==> config.mk <==
export PLATFORM = sky130hd
export DESIGN_NAME = cnu_serial
export DESIGN_NICKNAME = d
export VERILOG_FILES = /design/src/rtl/ldpc_pkg.sv /design/src/rtl/cnu_minsel.sv /design/src/rtl/cnu_serial.sv
export SDC_FILE = /design/constraint.sdc
export NUM_CORES = 1
export LEC_CHECK = 0
export BUFFER_PORTS_ARGS = -buffer_cell sky130_fd_sc_hd__clkbuf_2
export CAP_MARGIN = 20
export CORE_MARGIN = 2
export CORE_UTILIZATION = 30
export CTS_CLUSTER_SIZE = 24
export DETAILED_ROUTE_END_ITERATION = 8
export GPL_ROUTABILITY_DRIVEN = 0
export PLACE_DENSITY = 0.56
export REMOVE_ABC_BUFFERS = 1
export SLEW_MARGIN = 10
export SYNTH_ARGS = -nofsm -noshare
export SYNTH_HDL_FRONTEND = slang
export SYNTH_HIERARCHICAL = 1
export SYNTH_SLANG_ARGS = --single-unit
export TNS_END_PERCENT = 10
==> constraint.sdc <==
create_clock -name clk -period 12.91 [get_ports clk]
set_input_delay 0.6455 -clock clk [delete_from_list [all_inputs] [get_ports clk]]
set_output_delay 0.6455 -clock clk [all_outputs]
set_load 0.02 [all_outputs]
==> src/rtl/ldpc_pkg.sv <==
// Shared LDPC decoder constants and sign/magnitude helpers.
package ldpc_pkg;

    localparam int unsigned MSG_W = 8;

    typedef enum logic {
        BANK_IDLE = 1'b0,
        BANK_BUSY = 1'b1
    } bank_state_e;

    // Ceiling log2, never below 1 so a counter always has at least one bit.
    function automatic int unsigned ldpc_log2(input int unsigned n);
        int unsigned r;
        r = 1;
        while ((32'd1 << r) < n) begin
            r = r + 1;
        end
        return r;
    endfunction

    // |q| of a sign-extended w-bit value, clamped to 2^(w-1)-1.
    function automatic logic [31:0] sat_abs(input logic [31:0] q, input int unsigned w);
        logic [31:0] lim;
        logic [31:0] a;
        lim = (32'd1 << (w - 1)) - 32'd1;
        a   = q[31] ? (~q + 32'd1) : q;
        return (a > lim) ? lim : a;
    endfunction

    // Negate when s is set, never producing a negative zero.
    function automatic logic [31:0] cond_neg(input logic [31:0] m, input logic s);
        return (s && (m != 32'd0)) ? (~m + 32'd1) : m;
    endfunction

endpackage

==> src/rtl/cnu_minsel.sv <==
// Running min1/min2/argmin update for one incoming magnitude.
module cnu_minsel
    import ldpc_pkg::*;
#(
    parameter int unsigned MAG_W = MSG_W - 1,
    parameter int unsigned CNT_W = 3
) (
    input  logic [MAG_W-1:0] mag,
    input  logic [CNT_W-1:0] cnt,
    input  logic [MAG_W-1:0] min1,
    input  logic [MAG_W-1:0] min2,
    input  logic [CNT_W-1:0] idx,
    output logic [MAG_W-1:0] min1_c,
    output logic [MAG_W-1:0] min2_c,
    output logic [CNT_W-1:0] idx_c
);

    // Strict compares: an equal magnitude never steals idx from an earlier one.
    always_comb begin
        min1_c = min1;
        min2_c = min2;
        idx_c  = idx;
        if (mag < min1) begin
            min2_c = min1;
            min1_c = mag;
            idx_c  = cnt;
        end else if (mag < min2) begin
            min2_c = mag;
        end
    end

endmodule

==> src/rtl/cnu_serial.sv <==
// Serial min-sum check node: collects DC q messages per row, streams DC r messages
// from a second bank while the next row is being collected.
module cnu_serial
    import ldpc_pkg::*;
#(
    parameter int unsigned data_w = MSG_W,
    parameter int unsigned DC     = 6,
    parameter int unsigned OFFSET = 0
) (
    input  logic              clk,
    input  logic              rst,
    input  logic              in_valid,
    output logic              in_ready,
    input  logic [data_w-1:0] in_q,
    output logic              out_valid,
    input  logic              out_ready,
    output logic [data_w-1:0] out_r,
    output logic              out_last
);

    localparam int unsigned MAG_W = data_w - 1;
    localparam int unsigned CNT_W = ldpc_log2(DC);
    localparam logic [MAG_W-1:0] MAG_MAX = '1;
    localparam logic [MAG_W-1:0] OFF     = MAG_W'(OFFSET);
    localparam logic [CNT_W-1:0] LAST    = CNT_W'(DC - 1);

    // collect side
    logic [CNT_W-1:0] cnt, cnt_n;
    logic [MAG_W-1:0] min1, min1_n, min2, min2_n;
    logic [CNT_W-1:0] idx, idx_n;
    logic [DC-1:0]    signs, signs_n, signs_upd;
    logic             sprod, sprod_n;
    logic             pending, pending_n, in_ready_n;

    // output bank
    bank_state_e      state, state_n;
    logic [CNT_W-1:0] k, k_n, k_inc;
    logic [MAG_W-1:0] b_min1, b_min1_n, b_min2, b_min2_n;
    logic [CNT_W-1:0] b_idx, b_idx_n;
    logic [DC-1:0]    b_signs, b_signs_n;
    logic             b_sprod, b_sprod_n;
    logic             out_valid_n, out_last_n;
    logic [data_w-1:0] out_r_n;

    logic [31:0]      q_ext;
    logic             q_sign;
    logic [MAG_W-1:0] q_mag;
    logic [MAG_W-1:0] upd_min1, upd_min2;
    logic [CNT_W-1:0] upd_idx;
    logic             acc_in, acc_out, last_out, row_done, bank_free;
    logic             xfer_new, xfer_pend, load;
    logic [MAG_W-1:0] src_min1, src_min2;
    logic [CNT_W-1:0] src_idx;
    logic [DC-1:0]    src_signs;
    logic             src_sprod;

    function automatic logic [data_w-1:0] r_value(
        input logic [MAG_W-1:0] m1,
        input logic [MAG_W-1:0] m2,
        input logic [CNT_W-1:0] id,
        input logic [CNT_W-1:0] kk,
        input logic [DC-1:0]    sg,
        input logic             sp
    );
        logic [MAG_W-1:0] m;
        logic [MAG_W-1:0] mo;
        logic             s;
        m  = (kk == id) ? m2 : m1;
        mo = (m > OFF) ? (m - OFF) : '0;
        s  = sp ^ sg[kk];
        return data_w'(cond_neg(32'(mo), s));
    endfunction

    assign q_ext  = {{(32 - data_w){in_q[data_w-1]}}, in_q};
    assign q_sign = in_q[data_w-1];
    assign q_mag  = MAG_W'(sat_abs(q_ext, data_w));

    cnu_minsel #(
        .MAG_W (MAG_W),
        .CNT_W (CNT_W)
    ) u_minsel (
        .mag    (q_mag),
        .cnt    (cnt),
        .min1   (min1),
        .min2   (min2),
        .idx    (idx),
        .min1_c (upd_min1),
        .min2_c (upd_min2),
        .idx_c  (upd_idx)
    );

    assign acc_in    = in_valid && in_ready;
    assign acc_out   = (state == BANK_BUSY) && out_ready;
    assign last_out  = acc_out && out_last;
    assign row_done  = acc_in && (cnt == LAST);
    assign bank_free = (state == BANK_IDLE) || last_out;
    assign xfer_new  = row_done && bank_free;
    assign xfer_pend = pending && last_out;
    assign load      = xfer_new || xfer_pend;
    assign k_inc     = k + CNT_W'(1);

    // A same-edge transfer takes the just-updated row; a pending one takes the parked row.
    always_comb begin
        signs_upd      = signs;
        signs_upd[cnt] = q_sign;
        src_min1       = xfer_new ? upd_min1 : min1;
        src_min2       = xfer_new ? upd_min2 : min2;
        src_idx        = xfer_new ? upd_idx : idx;
        src_signs      = xfer_new ? signs_upd : signs;
        src_sprod      = xfer_new ? (sprod ^ q_sign) : sprod;
    end

    // Next-state for collect side and output bank.
    always_comb begin
        cnt_n       = cnt;
        min1_n      = min1;
        min2_n      = min2;
        idx_n       = idx;
        signs_n     = signs;
        sprod_n     = sprod;
        pending_n   = pending;
        in_ready_n  = in_ready;
        state_n     = state;
        k_n         = k;
        b_min1_n    = b_min1;
        b_min2_n    = b_min2;
        b_idx_n     = b_idx;
        b_signs_n   = b_signs;
        b_sprod_n   = b_sprod;
        out_valid_n = out_valid;
        out_r_n     = out_r;
        out_last_n  = out_last;

        if (acc_in) begin
            cnt_n   = row_done ? '0 : (cnt + CNT_W'(1));
            min1_n  = upd_min1;
            min2_n  = upd_min2;
            idx_n   = upd_idx;
            signs_n = signs_upd;
            sprod_n = sprod ^ q_sign;
            if (row_done && !bank_free) begin
                pending_n  = 1'b1;
                in_ready_n = 1'b0;
            end
        end

        if (load) begin
            min1_n     = MAG_MAX;
            min2_n     = MAG_MAX;
            idx_n      = '0;
            signs_n    = '0;
            sprod_n    = 1'b0;
            pending_n  = 1'b0;
            in_ready_n = 1'b1;
        end

        unique case (state)
            BANK_IDLE: begin
                if (load) begin
                    state_n = BANK_BUSY;
                end
            end
            BANK_BUSY: begin
                if (last_out && !load) begin
                    state_n = BANK_IDLE;
                end
            end
            default: state_n = BANK_IDLE;
        endcase

        if (load) begin
            k_n         = '0;
            b_min1_n    = src_min1;
            b_min2_n    = src_min2;
            b_idx_n     = src_idx;
            b_signs_n   = src_signs;
            b_sprod_n   = src_sprod;
            out_valid_n = 1'b1;
            out_r_n     = r_value(src_min1, src_min2, src_idx, '0, src_signs, src_sprod);
            out_last_n  = (LAST == '0);
        end else if (last_out) begin
            out_valid_n = 1'b0;
            out_r_n     = '0;
            out_last_n  = 1'b0;
        end else if (acc_out) begin
            k_n        = k_inc;
            out_r_n    = r_value(b_min1, b_min2, b_idx, k_inc, b_signs, b_sprod);
            out_last_n = (k_inc == LAST);
        end
    end

    always_ff @(posedge clk) begin
        if (rst) begin
            cnt       <= '0;
            min1      <= MAG_MAX;
            min2      <= MAG_MAX;
            idx       <= '0;
            signs     <= '0;
            sprod     <= 1'b0;
            pending   <= 1'b0;
            in_ready  <= 1'b1;
            state     <= BANK_IDLE;
            k         <= '0;
            b_min1    <= MAG_MAX;
            b_min2    <= MAG_MAX;
            b_idx     <= '0;
            b_signs   <= '0;
            b_sprod   <= 1'b0;
            out_valid <= 1'b0;
            out_r     <= '0;
            out_last  <= 1'b0;
        end else begin
            cnt       <= cnt_n;
            min1      <= min1_n;
            min2      <= min2_n;
            idx       <= idx_n;
            signs     <= signs_n;
            sprod     <= sprod_n;
            pending   <= pending_n;
            in_ready  <= in_ready_n;
            state     <= state_n;
            k         <= k_n;
            b_min1    <= b_min1_n;
            b_min2    <= b_min2_n;
            b_idx     <= b_idx_n;
            b_signs   <= b_signs_n;
            b_sprod   <= b_sprod_n;
            out_valid <= out_valid_n;
            out_r     <= out_r_n;
            out_last  <= out_last_n;
        end
    end

endmodule

==> metrics.md, run 1 <==
| Metric | Value |
|---|---|
| Post-route DRC violation count | 0 |
| CP peak stage delay | 0.50 ns |
| Leakage power | 2.25 nW |
| Post-synthesis simple-gate area fraction | 0.263 |
| Crit start category | input port |
| I/O Pins | 23 |
| Syn-to-layout area delta | 12.5% |
| Number of synthesized flops with an enable pin | 0 |
| Setup tns final | 0 ns |
| Total number of vias | about 4100 |
| Vias/cell | between 5 and 6 |
| Max cap viols | 0 |
| Largest net degree at the start of global routing | 48 |
| PortBufs | 22 |
| Sequential area share after synthesis | 0.291 |
| Die Y | around 130 µm |
| Commonest non-fill, non-tap cell in the layout | nand2_1 |
| Clk pin slew, worst setup/hold paths | roughly 0.06 ns |
| P per Cell Area | ~120 nW/µm² |
| DR pass1 iterations | 5 |
| Total die area | 16300 µm² |
| Post-Synth XOR/XNOR Area | 0.0489 |
| Post-synthesis mux area share | 0.142 |
| Most frequent cells in the layout | nand2_1 (108), dfxtp_1 (67), nor2_1 (53), mux2i_1 (39), nand3_1 (36) |
| Worst-path fanout max | 24 |
| Final setup viols | 0 |
| Fin. Hold Viols | 0 |
| Synth cell types | 65 |
| Seq cells post-synth | 67 |
| Clock Tree Buf Depth | 2 |
| Clock latency on the worst-skew pair | ~0.34 ns |
| Clock sinks | 67 |
| Antenna violations before repair | 0 |
| Ant. Diodes | 0 |
| Final wirelength | between 10 and 15 mm |
| Buf+Inv Stages, Crit Path | 3 |
| Main synth FF type | dfxtp_1 |
| Peak VDD IR | just under 0.06 mV |
| CTS tree | yes |
| Mapped Cells | approximately 580 |
| Setup WS pre-CTS | approximately 7.5 ns |
| Setup CP Type | input port to flop |
| CTS-repair resized insts | 0 |
| Critical path, cell by cell | clkbuf_2, nor3_1, and3_1, o21ai_0, o21ai_0, ha_1, nand4_1, and3_1, o21ai_2, buf_4, mux2_2, nor3_4, mux2i_1, mux2i_1, inv_1, ha_1, a41oi_2, o41ai_2, xnor2_1, a221o_1 |
| CTS root buf | clkbuf_16 |
| Core Area | approximately 15000 µm² |
| Share of flip-flops with an asynchronous set or reset | 0 |
| Final nets | approximately 620 |
| Vias in the first global route | ~3900 |
| Part of the cycle the worst path needs | 0.395 |
| Total Routing Usage GR | 0.154 |
| Die span in x | around 130 µm |
| Setup ws final | between 7 and 8 ns |
| Post-CTS setup buffers | 0 |
| Post-route ant nets | 0 |
| Gr ovfl total | 0 |
| CTS Buf Count | 9 |
| Tightest Pin Transition | 1.01 ns |
| Layout cells sized above 1 | 0.146 |
| Post-synthesis compound-gate area fraction | 0.153 |
| Unrepaired setup endpoints after global routing | no |
| Peak Freq | between 150 and 200 MHz |
| Crit-path leading delay family | simple AND/OR/NAND/NOR gates |
| Synth Area in Adders | 0.0517 |
| Syn avg cell area | between 7 and 8 µm² |
| Hpwl dp | 8.80 mm |
| Hold Crit Class | flop to flop |
| Initial core utilization | 0.305 |
| Arrival @ worst endpoint | around 5.3 ns |
| Tmin final | around 5.1 ns |
| Routed len/inst | 15.5 µm |
| Outcome | complete, no violations |
| Num rows | 45 |
| Hold buffers post-CTS | 0 |
| Clock Skew | just over 0.004 ns |
| Worst Path Required | about 13 ns |
| Yosys Warn Count | 6 |
| Largest family of logic cells by synthesized area | simple AND/OR/NAND/NOR gates |
| H-tree lvl count | 3 |
| Drt initial violations | 293 |
| Slowest cell on crit path | nor3_4 |
| Synthesized cell area | about 4600 µm² |
| Crit. End Element | flop |
| Slew margin rel. | 0.326 |
| Slew Limit Fails | 0 |
| First-pass GRT wire length | slightly above 20 mm |
[sequential cells by signal, indices dropped and copies added, names as in the netlist]
name       flops
b_signs        6
out_last       1
b_sprod        1
b_min2         7
min2           7
b_min1         7
cnt            3
state          1
out_r          8
min1           7
in_ready       1
idx            3
k              3
out_valid      1
sprod          1
signs          6
pending        1
b_idx          3
[per-stage QoR]
stage	utilization	cell area [µm²]	hold WS [ns]	cells	total power, W
CTS	0.343	5180	0.461	784	0.000616
global placement	0.322	4850	0.451	768	0.000340
global route	0.343	5180	0.473	784	0.000636
floorplan	-	4460	0.454	552	0.000310
detailed placement	0.322	4850	0.453	768	0.000344
finish	0.343	5180	0.461	784	0.000611
[cell families after synthesis]
family | after synthesis
AO/OA/AOI/OAI | 101
XOR/XNOR | 22
adder cells (fa/ha/maj) | 19
buffers and inverters | 53
flip-flops | 67
multiplexers | 60
AND/OR/NAND/NOR | 261
[power breakdown]
| group | total, W | leakage [nW] | switching [W] | internal [W] |
|---|---|---|---|---|
| combinational | 0.000115 | 1.55 | 0.0000677 | 0.0000471 |
| clock | 0.000270 | 0.152 | 0.000100 | 0.000170 |
| sequential | 0.000226 | 0.546 | 0.0000121 | 0.000214 |
| total | 0.000611 | 2.25 | 0.000180 | 0.000431 |
[layout make-up]
type	instances	area, µm²
clock buffer	9	225
clock inverter	7	101
fill	1573	9910
inverter	22	82.6
multi-input combinational	463	3040
sequential	67	1340
tap	188	235
timing repair buffer	28	155
[metal layers]
metal / track usage / routed length [µm] / part of all wire / vias to the layer above
li1: - / - / - / 2075
met1: 0.212 / 6040 / 0.50 / 1940
met2: 0.243 / 5510 / 0.45 / 83
met3: 0.0280 / 435 / 0.036 / 11
met4: 0.0549 / 170 / 0.014 / 0
met5: 0 / 0 / 0 / -
[cell usage after synthesis, drive strengths merged, types with 2 or more instances]
cell type / number / share of area
dfxtp: 67 / 0.29
and2: 2 / 0.0027
clkbuf: 21 / 0.017
mux2: 18 / 0.045
a311oi: 4 / 0.0076
inv: 22 / 0.018
a221oi: 2 / 0.0038
a31oi: 5 / 0.0068
nor3: 16 / 0.021
a21oi: 23 / 0.033
nand4: 4 / 0.0054
nand2: 109 / 0.089
buf: 10 / 0.014
a221o: 2 / 0.0044
xor2: 12 / 0.027
nor2: 53 / 0.043
mux2i: 41 / 0.093
nand2b: 16 / 0.022
ha: 19 / 0.052
o211ai: 2 / 0.0033
and3: 10 / 0.015
o21ai: 32 / 0.035
a41oi: 2 / 0.0054
nor4: 3 / 0.0041
nand3: 36 / 0.039
a211oi: 15 / 0.027
o31ai: 2 / 0.0033
xnor2: 9 / 0.017
a22oi: 3 / 0.0049
nor4b: 2 / 0.0065
or3: 6 / 0.0084
[worst paths after layout]
| check | cells after the start | startpoint | end | slack [ns] |
|---|---|---|---|---|
| hold / removal | 2 | out_valid$_SDFFE_PP0P_ | out_valid$_SDFFE_PP0P_ | 0.46 |
| setup / recovery | 20 | in_q[3] | out_r[5]$_SDFFE_PP0P_ | 7.81 |
| setup reg to reg | 16 | min1[5]$_SDFFE_PP1P_ | out_r[5]$_SDFFE_PP0P_ | 8.56 |
| hold reg to reg | 2 | out_valid$_SDFFE_PP0P_ | out_valid$_SDFFE_PP0P_ | 0.46 |
[worst register-to-register path: stages, from the launching register on]
cell     delay (ns)
dfxtp_1        0.49
inv_1          0.09
ha_1           0.34
nand4_1        0.10
and3_1         0.20
o21ai_2        0.05
buf_4          0.31
mux2_2         0.42
nor3_4         0.50
mux2i_1        0.15
mux2i_1        0.42
inv_1          0.09
ha_1           0.29
a41oi_2        0.21
o41ai_2        0.14
xnor2_1        0.15
a221o_1        0.30
(Power assumes the default switching activity.)
==> inputs of run 2 (changes only) <==
ABC_AREA = 1   (was default)
clock period = 4.7 ns   (was 12.91 ns; I/O delays follow)
==> run 2 against run 1 <==
Compared with the run above: non-clock buffer count fell by 3; register-to-register slack got worse by 7.4 ns; sequential power rose to 2.7 times the previous value; critical path depth rose by 10; synthesized cell count rose by 16%; hold slack got worse by 0.30 ns; largest power group unchanged; die area fell by 1.1%; critical endpoint unchanged; worst setup slack got worse by 7.0 ns.
==> metrics.md, run 2 <==
| Metric | Value |
|---|---|
| Num rows | 45 (unchanged) |
| Initial core utilization | 0.303 (was 0.305) |
| Seq cells post-synth | 67 (unchanged) |
| Most frequent CP cell | nand3_1 |
| Worst Reg2Reg Path Length in Cells | 23 (was 16) |
| Syn-to-layout area delta | 12.5% (about the same) |
| Post-route cell area | 5120 µm² (was 5180 µm²) |
| Count leader, synth | nand2_1 (unchanged) |
| Final nets | 726 (was 622) |
| CTS Buf Count | 9 (unchanged) |
| Crit start category | input port (unchanged) |
| Mapped Cells | 679 (was 583) |
| Worst Setup SP | in_q[0] (was in_q[3]) |
| Top reg by flops | out_r (unchanged) |
| Layout cells sized above 1 | 0.156 (was 0.146) |
| I/O Pins | 23 (unchanged) |
| Slew Limit Fails | 0 (unchanged) |
| Synth top cells by count | nand2_1 (211), inv_1 (87), dfxtp_1 (67), nand3_1 (44), nor2_1 (35) (was nand2_1 (108), dfxtp_1 (67), nor2_1 (53), mux2i_1 (39), nand3_1 (36)) |
| Largest net degree at the start of global routing | 41 (was 48) |
| Post-synth top area share | 0.295 (was 0.291) |
| HP Start | rst (was out_valid$_SDFFE_PP0P_) |
| Number of synthesized flops with an enable pin | 0 (unchanged) |
| CTS-repair resized insts | 0 (unchanged) |
| PortBufs | 22 (unchanged) |
| Setup tns final | 0 ns (unchanged) |
| Outcome | complete, no violations (unchanged) |
| Reg2Reg Launch Point | min1[6]$_SDFFE_PP1P_ (was min1[5]$_SDFFE_PP1P_) |
| Post-CTS setup buffers | 0 (unchanged) |
| Leakage power | 2.49 nW (was 2.25 nW) |
| Setup ws final | 0.810 ns (was 7.81 ns) |
| Arrival @ worst endpoint | 4.13 ns (was 5.33 ns) |
| Hold Path Depth | 2 (unchanged) |
| Drt initial violations | 287 (was 293) |
| Vias/cell | 4.69 (was 5.24) |
| Slew margin rel. | 0.457 (was 0.326) |
| Max cap viols | 0 (unchanged) |
| Clock Skew | 0.00703 ns (was 0.00406 ns) |
| Clock sinks | 67 (unchanged) |
| Yosys Warn Count | 6 (unchanged) |
| Ant. Diodes | 0 (unchanged) |
| Synthesized cell area | 4550 µm² (was 4600 µm²) |
| Total die area | 16200 µm² (was 16300 µm²) |
| Routed len/inst | 12.8 µm (was 15.5 µm) |
| Biggest area consumer among synthesized cells | dfxtp_1 (unchanged) |
| Grt met1 use | 0.202 (was 0.212) |
| Peak Freq | roughly 260 MHz |
| Antenna violations before repair | 0 (unchanged) |
| Final setup viols | 0 (unchanged) |
| Die Y | 127 µm (was 128 µm) |
| Commonest non-fill, non-tap cell in the layout | nand2_1 (unchanged) |
| CP peak stage delay | 0.33 ns (was 0.50 ns) |
| Vias in the first global route | 3938 (was 3896) |
| Part of the cycle the worst path needs | 0.828 |
| CTS root buf | clkbuf_16 (unchanged) |
| GRT Max-Usage Layer | met2 (unchanged) |
| Tightest Pin Transition | 0.811 ns (was 1.01 ns) |
| Gr ovfl total | 0 (unchanged) |
| Clk pin slew, worst setup/hold paths | 0.06 ns (about the same) |
| Clock latency on the worst-skew pair | 0.34 ns (about the same) |
| First-pass GRT wire length | 19.5 mm (was 20.2 mm) |
| Die span in x | 127 µm (was 128 µm) |
| Dpl cell area | 4800 µm² (was 4850 µm²) |
| Post-route DRC violation count | 0 (unchanged) |
| Fin. Hold Viols | 0 (unchanged) |
| Peak VDD IR | 0.157 mV (was 0.0591 mV) |
| Hold Crit Class | input port to flop (was flop to flop) |
| Unrepaired setup endpoints after global routing | no (unchanged) |
| Synth cell types | 42 (was 65) |
| Tmin final | approximately 3.9 ns |
| GR Layer Usage met3 | 0.0289 (was 0.0280) |
| Syn avg cell area | 6.70 µm² (was 7.89 µm²) |
| Clock Tree Buf Depth | 2 (unchanged) |
| Worst Path Required | 4.94 ns (was 13.14 ns) |
| Total Routing Usage GR | 0.150 (was 0.154) |
| Met2 Usage GRT | 0.241 (was 0.243) |
| DR pass1 iterations | 5 (unchanged) |
| Post-layout util | 0.340 (was 0.343) |
| Worst-path fanout max | 15 (was 24) |
| Total number of vias | 4165 (was 4109) |
| Max reg flops | 8 (unchanged) |
| Top post-synthesis cells by area | dfxtp_1 (29%), nand2_1 (17%), inv_1 (7.2%) (was dfxtp_1 (29%), nand2_1 (8.8%), mux2i_1 (8.5%)) |
| Setup WS pre-CTS | 0.473 ns (was 7.52 ns) |
| Hold buffers post-CTS | 0 (unchanged) |
| H-tree lvl count | 3 (unchanged) |
| Final wirelength | 11.3 mm (was 12.2 mm) |
| Setup CP Type | input port to flop (unchanged) |
| Hpwl dp | 8.48 mm (was 8.80 mm) |
| P per Cell Area | 325 nW/µm² (was 118 nW/µm²) |
| Sequential area share after synthesis | 0.295 (was 0.291) |
| Slowest cell on crit path | ha_1 (was nor3_4) |
| Post-route ant nets | 0 (unchanged) |
| Crit. End Element | flop (unchanged) |
| Core Area | 15000 µm² (was 15100 µm²) |
| CTS tree | yes (unchanged) |
| Most frequent cells in the layout | nand2_1 (211), inv_1 (87), dfxtp_1 (67), nand3_1 (44), nor2_1 (34) (was nand2_1 (108), dfxtp_1 (67), nor2_1 (53), mux2i_1 (39), nand3_1 (36)) |
| Main synth FF type | dfxtp_1 (unchanged) |
| Share of flip-flops with an asynchronous set or reset | 0 (unchanged) |
run 2: per-stage QoR:
| step | hold slack (ns) | power (W) | std cells |
|---|---|---|---|
| after global routing | 0.164 | 0.00175 | 888 |
| after floorplan | 0.304 | 0.000875 | 659 |
| after global placement | 0.434 | 0.000959 | 872 |
| final | 0.159 | 0.00166 | 888 |
| after CTS | 0.154 | 0.00168 | 888 |
| after detailed placement | 0.434 | 0.000958 | 872 |
run 2: routing by layer:
metal	wire length, µm	vias up
met5	0	-
li1	-	2223
met4	218	0
met2	5190	44
met1	5720	1880
met3	227	18
run 2: critical path, delay by kind of cell:
kind	cells	cell delay [ns]
fa+ha+maj	3	0.71
buf+inv	4	0.35
simple gates	22	2.53
compound gates	1	0.31
run 2: path summary, 6_finish.rpt:
kind                                           endpoint  slack (ns)
worst min register to register  b_signs[3]$_SDFFE_PP0P_        0.44
worst max-delay path              out_r[5]$_SDFFE_PP0P_        0.81
worst max register to register    out_r[5]$_SDFFE_PP0P_        1.20
worst min-delay path                   state$_SDFF_PP0_        0.16
run 2: cells by family after synthesis:
logic type	synth area share
buf+inv	0.104
fa+ha+maj	0.0523
simple gates	0.357
mux	0.00715
xor+xnor	0.0253
flops	0.295
compound gates	0.159
run 2: cell type report:
class	instances	area, µm²
clock inverters	3	45.0
inverters	95	359
well taps	188	235
flip-flops and latches	67	1340
fillers	1596	9910
multi-input cells	497	2740
clock buffers	13	270
repair buffers	25	133
run 2: power breakdown:
group	internal [W]	switching (W)	total [W]
sequential	0.000587	0.0000241	0.000611
combinational	0.000114	0.000221	0.000335
clock	0.000454	0.000260	0.000715
total	0.00116	0.000506	0.00166
==> inputs of run 3 (changes only) <==
ABC_AREA = 0   (was 1)
PLACE_DENSITY = 0.57   (was 0.56)
clock period = 3.3 ns   (was 4.7 ns; I/O delays follow)
==> run 3 against run 2 <==
Compared with the run above: the run now ends with setup timing left; clock power grew 64%; hold slack improved by 0.062 ns; utilization rose by 5.4 points; critical endpoint unchanged.
==> metrics.md, run 3 (synthesis results as in run 1) <==
| Metric | Value |
|---|---|
| Outcome | complete, but fails checks (was complete, no violations) |
| Violated checks | setup timing |
| Part of the cycle the worst path needs | 1.06 |
| Total Routing Usage GR | 0.162 (was 0.150) |
| Tmin final | approximately 3.5 ns |
| CP peak stage delay | 0.35 ns (was 0.33 ns) |
| Setup ws final | -0.211 ns (was 0.810 ns) |
| Num rows | 45 (unchanged) |
| CTS tree | yes (unchanged) |
| Total number of vias | 4388 (was 4165) |
| Fin. Hold Viols | 0 (unchanged) |
| Fillcell total | 1545 (was 1596) |
| Leakage power | 2.63 nW (was 2.49 nW) |
| Die span in x | 128 µm (was 127 µm) |
| Commonest non-fill, non-tap cell in the layout | nand2_1 (unchanged) |
| Routed len/inst | 15.1 µm (was 12.8 µm) |
| CTS Buf Count | 9 (unchanged) |
| Reg2reg setup slack | -0.02 ns (was 1.20 ns) |
| Crit start category | input port (unchanged) |
| H-tree lvl count | 3 (unchanged) |
| Post-route DRC violation count | 0 (unchanged) |
| Final nets | 693 (was 726) |
| Critical path, cell by cell | buf_8, nor3_4, and3_4, nand2_2, a21oi_2, a31oi_2, ha_1, nand4_1, o21ai_4, mux2_4, nor3_4, buf_12, buf_6, mux2i_1, mux2_4, a41oi_2, o41ai_2, xnor2_1, a221o_1 |
| Vias/cell | 5.13 (was 4.69) |
| Layout cells sized above 1 | 0.273 (was 0.156) |
| Slew Limit Fails | 0 (unchanged) |
| Initial core utilization | 0.305 (was 0.303) |
| Top reg by flops | out_r (unchanged) |
| Total die area | 16300 µm² (was 16200 µm²) |
| Unrepaired setup endpoints after global routing | yes (was no) |
| Vias in the first global route | 4360 (was 3938) |
| P per Cell Area | 449 nW/µm² (was 325 nW/µm²) |
| Clock latency on the worst-skew pair | 0.34 ns (about the same) |
| Final wirelength | 12.9 mm (was 11.3 mm) |
| Peak Freq | 285 MHz |
| Number of placed instances, taps included | 829 (was 872) |
| First-pass GRT wire length | 21.3 mm (was 19.5 mm) |
| Clk pin slew, worst setup/hold paths | 0.06 ns (about the same) |
| Crit. End Element | flop (unchanged) |
| Setup CP Type | input port to flop (unchanged) |
| Slew margin rel. | 0.518 (was 0.457) |
| Largest net degree at the start of global routing | 33 (was 41) |
| Max cap viols | 0 (unchanged) |
| Tightest Pin Transition | 0.722 ns (was 0.811 ns) |
| Sw Ratio | 0.275 (was 0.304) |
| Final setup viols | 7 (was 0) |
| CTS root buf | clkbuf_16 (unchanged) |
| Gr ovfl total | 0 (unchanged) |
| Post-Layout Cell Count | 855 (was 888) |
| Most frequent cells in the layout | nand2_1 (107), buf_4 (73), dfxtp_1 (67), nor2_1 (53), mux2i_1 (37) (was nand2_1 (211), inv_1 (87), dfxtp_1 (67), nand3_1 (44), nor2_1 (34)) |
| PortBufs | 22 (unchanged) |
| Combinational group share of total power | 0.241 (was 0.202) |
| Max reg flops | 8 (unchanged) |
| Drt initial violations | 285 (was 287) |
| Clock power frac | 0.436 (was 0.430) |
| Peak VDD IR | 0.229 mV (was 0.157 mV) |
| Hpwl dp | 9.60 mm (was 8.48 mm) |
| Post-route ant nets | 0 (unchanged) |
| Reg power frac | 0.323 (was 0.368) |
| Ant. Diodes | 0 (unchanged) |
| Worst-path fanout max | 7 (was 15) |
| I/O Pins | 23 (unchanged) |
| Die Y | 128 µm (was 127 µm) |
| Core Area | 15100 µm² (was 15000 µm²) |
| Sw Pwr | 0.000737 W (was 0.000506 W) |
| DR pass1 iterations | 4 (was 5) |
| Int Power | 0.00194 W (was 0.00116 W) |
| Clock Tree Buf Depth | 2 (unchanged) |
| Antenna violations before repair | 0 (unchanged) |
| Setup WS pre-CTS | -0.758 ns (was 0.473 ns) |
| Clock sinks | 67 (unchanged) |
| Slowest cell on crit path | mux2_4 (was ha_1) |
| Arrival @ worst endpoint | 3.73 ns (was 4.13 ns) |
| Hold buffers post-CTS | 0 (unchanged) |
| Clock Skew | 0.0111 ns (was 0.00703 ns) |
| Syn-to-layout area delta | 29.4% (was 12.5%) |
| Hold Crit Class | input port to flop (unchanged) |
| Worst Path Required | 3.52 ns (was 4.94 ns) |
[run 3: changes by cell type in the layout (fill, tap and decap cells not counted), sizes merged, moves of 11 or more]
cell    change
a211oi     +15
inv        -72
nand2     -125
buf        +76
mux2i      +39
o211ai     -11
nand3      -18
nand2b     +16
o21ai      -19
mux2       +18
[run 3: cell type report]
cell class / instances / area [µm²] / share of cell area
clock inverters: 5 / 108 / 0.0181
inverters: 22 / 82.6 / 0.0139
clock buffers: 11 / 253 / 0.0424
repair buffers: 99 / 728 / 0.122
well taps: 188 / 235 / 0.0395
multi-input cells: 463 / 3210 / 0.539
flip-flops and latches: 67 / 1340 / 0.225
[run 3: critical path, delay by kind of cell]
kind	cells	cell delay [ns]
XOR/XNOR	1	0.14
buffers and inverters	3	0.36
AND/OR/NAND/NOR	5	0.93
AO/OA/AOI/OAI	6	1.07
adder cells (fa/ha/maj)	1	0.34
multiplexers	3	0.73
[run 3: repair_timing]
item | 4_1_cts | 5_1_grt
setup endpoints to repair | 8 | 8
pin swaps | 18 | 16
gates resized for setup | 26 | 21
buffers inserted | 6 | 4
cloned | 0 | 0
[run 3: stage by stage]
step	utilization	hold slack (ns)	TNS, ns	instance area [µm²]	power [W]
6_report	0.395	0.221	-0.796	5960	0.00267
5_1_grt	0.395	0.230	-2.24	5960	0.00279
3_3_place_gp	0.353	0.448	-3.89	5320	0.00144
3_5_place_dp	0.353	0.464	-5.22	5320	0.00145
4_1_cts	0.386	0.213	-0.766	5830	0.00266
2_1_floorplan	-	0.234	-10.93	4460	0.00121
[run 3: worst paths after layout]
path / startpoint / endpoint / cells past startpoint
min reg2reg: out_valid$_SDFFE_PP0P_ / out_valid$_SDFFE_PP0P_ / 2
max: in_q[3] / out_r[5]$_SDFFE_PP0P_ / 19
min: rst / out_r[1]$_SDFFE_PP0P_ / 2
max reg2reg: min1[2]$_SDFFE_PP1P_ / out_r[5]$_SDFFE_PP0P_ / 15
[run 3: routing by layer]
layer  vias to the layer above  part of all wire  global-route usage
li1                       2209                 -                   -
met1                      2080              0.48               0.212
met2                        79              0.47               0.265
met5                         -                 0                   0
met4                         0             0.021              0.0614
met3                        20             0.032              0.0280
[run 3: power groups by stage]
stage | logic [W] | registers (W) | clock network, W
5_1_grt | 0.000699 | 0.000867 | 0.00122
2_1_floorplan | 0.000331 | 0.000882 | 0
3_5_place_dp | 0.000570 | 0.000881 | 0
3_3_place_gp | 0.000565 | 0.000879 | 0
6_report | 0.000645 | 0.000864 | 0.00117
4_1_cts | 0.000615 | 0.000863 | 0.00118
